**src/rtl/loopback_adapter_pkg.sv**
```systemverilog
// Shared definitions for the Avalon-ST loopback adapter: payload field layout
// and FSM state encoding.
package loopback_adapter_pkg;

    localparam int unsigned PL_ERR  = 0;
    localparam int unsigned PL_EOP  = 1;
    localparam int unsigned PL_SOP  = 2;
    localparam int unsigned PL_DATA = 3;

    typedef enum logic [1:0] {
        ST_IDLE = 2'd0,
        ST_PKT  = 2'd1,
        ST_DROP = 2'd2
    } state_t;

endpackage

```
**src/rtl/loopback_adapter_fifo_p.sv**
```systemverilog
// Synchronous show-ahead FIFO; wrap-around pointers one bit wider than the
// address so full and empty are distinguishable without a separate flag.
module loopback_adapter_fifo_p #(
    parameter int unsigned WIDTH = 11,
    parameter int unsigned DEPTH = 64
) (
    input  logic                     clk,
    input  logic                     reset,
    input  logic                     push,
    input  logic [WIDTH-1:0]         wr_data,
    input  logic                     pop,
    output logic [WIDTH-1:0]         rd_data,
    output logic [$clog2(DEPTH):0]   fill_level
);

    localparam int unsigned AW = $clog2(DEPTH);

    logic [WIDTH-1:0] mem [DEPTH];
    logic [AW:0]      wr_ptr;
    logic [AW:0]      rd_ptr;
    logic             full;
    logic             pop_ok;

    assign fill_level = wr_ptr - rd_ptr;
    assign full       = (fill_level == (AW+1)'(DEPTH));
    assign pop_ok     = pop && (fill_level != '0);
    assign rd_data    = mem[rd_ptr[AW-1:0]];

    always_ff @(posedge clk) begin
        if (push) begin
            mem[wr_ptr[AW-1:0]] <= wr_data;
        end
    end

    always_ff @(posedge clk) begin
        if (reset) begin
            wr_ptr <= '0;
            rd_ptr <= '0;
        end else begin
            if (push) begin
                wr_ptr <= wr_ptr + 1'b1;
            end
            if (pop_ok) begin
                rd_ptr <= rd_ptr + 1'b1;
            end
        end
    end

    push_while_full: assert property (@(posedge clk) disable iff (reset) !(push && full))
        else $fatal(1, "loopback_adapter_fifo_p: push while full");

endmodule

```
**src/rtl/loopback_adapter_pgen.sv**
```systemverilog
// Avalon-ST loopback timing adapter: buffers the MAC TX stream and replays it as
// the RX stream, truncating (eop+error) packets that would overflow the FIFO.
module loopback_adapter_pgen
    import loopback_adapter_pkg::*;
#(
    parameter int unsigned DATA_W    = 8,
    parameter int unsigned ERR_W     = 5,
    parameter int unsigned DEPTH     = 64,
    parameter int unsigned READY_THR = 48,
    parameter int unsigned CNT_W     = 16
) (
    input  logic                     clk,
    input  logic                     reset,
    output logic                     in_ready,
    input  logic                     in_valid,
    input  logic [DATA_W-1:0]        in_data,
    input  logic                     in_startofpacket,
    input  logic                     in_endofpacket,
    input  logic [ERR_W-1:0]         in_error,
    input  logic                     out_ready,
    output logic                     out_valid,
    output logic [DATA_W-1:0]        out_data,
    output logic                     out_startofpacket,
    output logic                     out_endofpacket,
    output logic                     out_error,
    output logic [$clog2(DEPTH):0]   fill_level,
    output logic [CNT_W-1:0]         drop_count
);

    localparam int unsigned FW = $clog2(DEPTH) + 1;
    localparam int unsigned PW = DATA_W + 3;

    state_t          state;
    state_t          state_nxt;
    logic [PW-1:0]   wr_payload;
    logic [PW-1:0]   rd_payload;
    logic            push;
    logic            pop;
    logic            drop_inc;
    logic            full;
    logic            last_slot;
    logic            start_like;
    logic            write_beat;
    logic            trunc;
    logic            lost;
    logic            err_bit;

    assign full       = (fill_level == FW'(DEPTH));
    assign last_slot  = (fill_level == FW'(DEPTH - 1));
    assign in_ready   = (fill_level < FW'(READY_THR));

    // A SOP seen in DROP resyncs exactly as if the FSM were in IDLE.
    assign start_like = (state == ST_IDLE) || ((state == ST_DROP) && in_startofpacket);
    assign write_beat = in_valid && ((state == ST_PKT) || start_like);
    assign trunc      = write_beat && last_slot && !in_endofpacket;
    // Only reachable after an EOP filled the reserved slot: the beat cannot be stored.
    assign lost       = write_beat && full;
    assign err_bit    = (|in_error) || trunc
                      || ((state == ST_IDLE) && !in_startofpacket)
                      || ((state == ST_PKT)  && in_startofpacket);

    always_ff @(posedge clk) begin
        if (reset) begin
            state <= ST_IDLE;
        end else begin
            state <= state_nxt;
        end
    end

    always_comb begin
        state_nxt = state;
        if (in_valid) begin
            if (trunc || (lost && !in_endofpacket)) begin
                state_nxt = ST_DROP;
            end else if (write_beat) begin
                state_nxt = in_endofpacket ? ST_IDLE : ST_PKT;
            end else if (in_endofpacket) begin
                state_nxt = ST_IDLE;
            end
        end
    end

    always_comb begin
        wr_payload                  = '0;
        wr_payload[PW-1:PL_DATA]    = in_data;
        wr_payload[PL_SOP]          = in_startofpacket;
        wr_payload[PL_EOP]          = in_endofpacket || trunc;
        wr_payload[PL_ERR]          = err_bit;
        push                        = write_beat && !full;
        drop_inc                    = trunc || lost;
    end

    always_ff @(posedge clk) begin
        if (reset) begin
            drop_count <= '0;
        end else if (drop_inc && (drop_count != '1)) begin
            drop_count <= drop_count + 1'b1;
        end
    end

    assign out_valid         = (fill_level != '0);
    assign pop               = out_valid && out_ready;
    assign out_data          = out_valid ? rd_payload[PW-1:PL_DATA] : '0;
    assign out_startofpacket = out_valid && rd_payload[PL_SOP];
    assign out_endofpacket   = out_valid && rd_payload[PL_EOP];
    assign out_error         = out_valid && rd_payload[PL_ERR];

    loopback_adapter_fifo_p #(
        .WIDTH (PW),
        .DEPTH (DEPTH)
    ) u_fifo (
        .clk        (clk),
        .reset      (reset),
        .push       (push),
        .wr_data    (wr_payload),
        .pop        (pop),
        .rd_data    (rd_payload),
        .fill_level (fill_level)
    );

endmodule

```
**config.mk**
```make
export PLATFORM = sky130hd
export DESIGN_NAME = loopback_adapter_pgen
export DESIGN_NICKNAME = d
export VERILOG_FILES = /design/src/rtl/loopback_adapter_pkg.sv /design/src/rtl/loopback_adapter_fifo_p.sv /design/src/rtl/loopback_adapter_pgen.sv
export SDC_FILE = /design/constraint.sdc
export NUM_CORES = 1
export LEC_CHECK = 0
export CAP_MARGIN = 40
export CORE_MARGIN = 10
export CORE_UTILIZATION = 37
export CTS_BUF_LIST = sky130_fd_sc_hd__clkbuf_4 sky130_fd_sc_hd__clkbuf_8
export DETAILED_ROUTE_END_ITERATION = 6
export GPL_TIMING_DRIVEN = 0
export PLACE_DENSITY = 0.58
export SLEW_MARGIN = 20
export SYNTH_ARGS = -nofsm -noshare
export SYNTH_HDL_FRONTEND = slang
export SYNTH_HIERARCHICAL = 1
export SYNTH_SLANG_ARGS = --single-unit
```
**constraint.sdc**
```tcl
create_clock -name clk -period 13.3 [get_ports clk]
set_input_delay 2.66 -clock clk [delete_from_list [all_inputs] [get_ports clk]]
set_output_delay 2.66 -clock clk [all_outputs]
set_load 0.01 [all_outputs]
```
==> results.md, run 1 <==
* Status: completed
* Net Sw Power at 1.65 mW
* Die height at 301 um
* Layout cells sized above 1 at 34.2%
* Kind of critical path: reg -> out
* Total design power at 5.92 mW
* Initial antenna violation count at 1
* Total core area at 78700 sq um
* Worst Hold Margin at 508 ps
* Max Cap Viol at 0
* Post-Route WL at 74.4 mm
* Setup repair bufs after CTS at 0
* Count of input and output buffers at 54
* P_int at 4.27 mW
* Die X at 301 um
* RSZ-0062 raised after global routing: false
* Overall Global Routing Usage at 16.4%
* Vias in the first global route at 15500
* Classification of the worst-slack hold path: reg -> reg
* Worst Tran Pin Value at 866 ps
* Period minus WS final at 8190 ps
* CP Cell Sequence: clkbuf_1, inv_1, ha_1, inv_1, fa_1, a211oi_1, o31ai_1, a21oi_1, xnor2_1, inv_1, nand3b_1, clkbuf_1, and2_1, clkdlybuf4s50_1
* Largest net degree at the start of global routing at 67
* Peak VDD IR at 0.0000904 V
* Lkg Pwr at 10.7 nW
* Most frequent cells in the layout: edfxtp_1, mux4_2, clkbuf_8, nor2_1, clkbuf_4
* Vias/cell at 5.41
* Final std cells w/o fill at 2778
* CP Capture Type: output port
* Wire per inst at 26.8 um
* Crit path DAT at 5530 ps
* Post-route setup TNS at 0 ps
* Crit-path most repeated cell: inv_1
* Skew final at 59.7 ps
* Fin worst setup slack at 5110 ps
* Seq cells post-synth at 742
* Syn_nets at 1417
* Post-route ant nets at 0
* Final Hold Vio Count at 0
* Hold-fix buffers, CTS at 0
* Sequential power share at 43.7%
* Setup violators final at 0
* WP data required at 10640 ps
* # DRC at 0
* # rows at 103
* Post-placement cell count at 2559
* First-pass GRT wire length at 107 mm
* Final Max Tran Viols at 0
* Ys Warns at 6
* Cell variety after synth at 56
* PwrDens at 172 nW/um^2
* Mean Syn Cell Area at 21.1 sq um
* Clk slew on worst S/H paths at 60 ps
* Part of the Yosys area used for sequential elements at 74.8%
* Grt ovf at 0
* DR pass1 iterations at 5
* CTS Buf Count at 118
* Post-cts resize count at 0
* Initial Utilization at 37.2%
* Max Freq at 122 MHz
* Slew headroom at 42.2%
* Clock latency on the worst-skew pair at 730 ps
* Detailed placement HPWL at 50.4 mm
* Commonest non-fill, non-tap cell in the layout: edfxtp_1
* Mapped Cells at 1388
* Worst setup SP type: register
* Clock Root Buffer: clkbuf_8
* Via count at 15000
* Final nets at 1664
* H-tree depth at 3
* Post-route clock period utilization at 61.6%
* CTS max path bufs at 3
* Layout area overhead at 17.5%
* I/O pin cnt at 55
* Synth Cell Area at 29300 sq um
* First DRT Iteration DRCs at 1606
* Sink Count at 742
* CP max-delay cell: xnor2_1
* Die ar. at 90800 sq um
* Main synth FF type: edfxtp_1
* Clock share of power at 32.5%
* CP max FO at 10
* Post-synth EDFFs at 704
* Combinational power share at 23.7%
* FFs w/ async S/R, synth at 0%
* Delay of the slowest critical-path stage at 610 ps
* Sw Share at 27.8%
* Pre-CTS WS at 6040 ps
* Gpl congestion at 0.825
* CTS tree: done
==> metal layers <==
metal | GRT usage (%) | part of all wire, % | wire, um
met5 | 0 | 0 | 0
met4 | 5.07 | 2.9 | 2140
met3 | 4.94 | 9.0 | 6690
met2 | 25.2 | 46 | 34200
met1 | 22.2 | 42 | 31400
==> worst max-delay path, delay by kind of cell, from the launching register on <==
kind                     cells  cell delay (ps)
buffers and inverters        6             1990
AO/OA/AOI/OAI                3              480
adder cells (fa/ha/maj)      2              480
AND/OR/NAND/NOR              2              780
flip-flops                   1              460
XOR/XNOR                     1              610
==> through the flow <==
stage | utilization (%) | cell area (sq um)
2_1_floorplan | - | 29300
3_3_place_gp | 39.5 | 31100
3_5_place_dp | 40.6 | 32000
4_1_cts | 43.6 | 34300
5_1_grt | 43.7 | 34400
6_report | 43.7 | 34400
==> Yosys cell counts, drive strengths merged, types with 2 or more instances <==
cell    count  area share [%]
xor2        6            0.18
nand4       9            0.19
o41ai       3           0.090
mux4      220              17
ha          9            0.38
or2         2           0.043
nand2b      8            0.17
buf        35            0.57
o31ai       6            0.15
dfxtp      38             2.6
or3         3           0.064
and2       12            0.26
mux2       15            0.58
clkbuf     38            0.49
a211oi      2           0.051
and4        3           0.090
edfxtp    704              72
a21oi      22            0.38
nor4        6            0.13
inv        18            0.23
a31o        2           0.060
o22ai      22            0.47
nor2       99             1.3
xnor2       4            0.12
nand2      22            0.28
nand3b      4            0.10
nand3      15            0.26
nor3        8            0.14
nor4b       2            0.11
o21ai       7            0.12
or4         8            0.22
nor2b      13            0.28
mux2i       3            0.10
and3        3           0.064
==> cell families (layout without fill, tap and decap cells) <==
group,after synthesis,after routing,synth area share [%]
multiplexers,238,238,17.6
flip-flops,742,742,74.8
adder cells (fa/ha/maj),10,10,0.453
AND/OR/NAND/NOR,222,222,3.81
buffers and inverters,91,430,1.29
XOR/XNOR,10,10,0.299
other,0,1,0
AO/OA/AOI/OAI,75,75,1.71
==> final cells by class <==
cell class                 instances  area, sq um
fill                            6774        44300
buffer                            73          318
antenna                            1         2.50
clock inverter                    33          216
timing repair buffer             127         1300
sequential                       742        21900
inverter                          18         67.6
clock buffer                     179         2130
tap                             1050         1310
multi-input combinational        555         7140
==> path summary, 6_finish.rpt <==
kind	from	end	slack [ps]	depth (start not counted)
max	u_fifo/wr_ptr[0]	out_data[4]	5110	14
min	state[1]	state[1]	510	2
max reg2reg	u_fifo/wr_ptr[0]	u_fifo/mem[13][5]	7100	15
min reg2reg	state[1]	state[1]	510	2
==> power by group through the flow <==
stage	registers [mW]	clock network, mW	logic, mW
after floorplan	2.64	0	0.815
after global placement	2.64	0	1.35
after detailed placement	2.64	0	1.40
after CTS	2.59	1.98	1.41
after global routing	2.59	2.08	1.48
final	2.59	1.93	1.40
==> flip-flops by register name, summed over array words and instances (netlist names), named ones only <==
signal / count
drop_count: 16
state: 2
u_fifo/mem: 704
u_fifo/rd_ptr: 7
u_fifo/wr_ptr: 7
Note: power is estimated with default switching activity, not from simulation.
==> run 2, diff against run 1 <==
Clock period 13.3 ns to 7.97 ns, I/O delays scaled along.
==> results of run 2 <==
The final DEF is identical to that of run 1. Status: completed.
Among the figures that moved: setup slack after placement 6040 ps -> 1780 ps; setup slack after layout 5110 ps -> 845 ps; register-to-register setup slack 7100 ps -> 1770 ps; total power 5.92 mW -> 9.88 mW; worst IR drop on VDD 0.0000904 V -> 0.000151 V
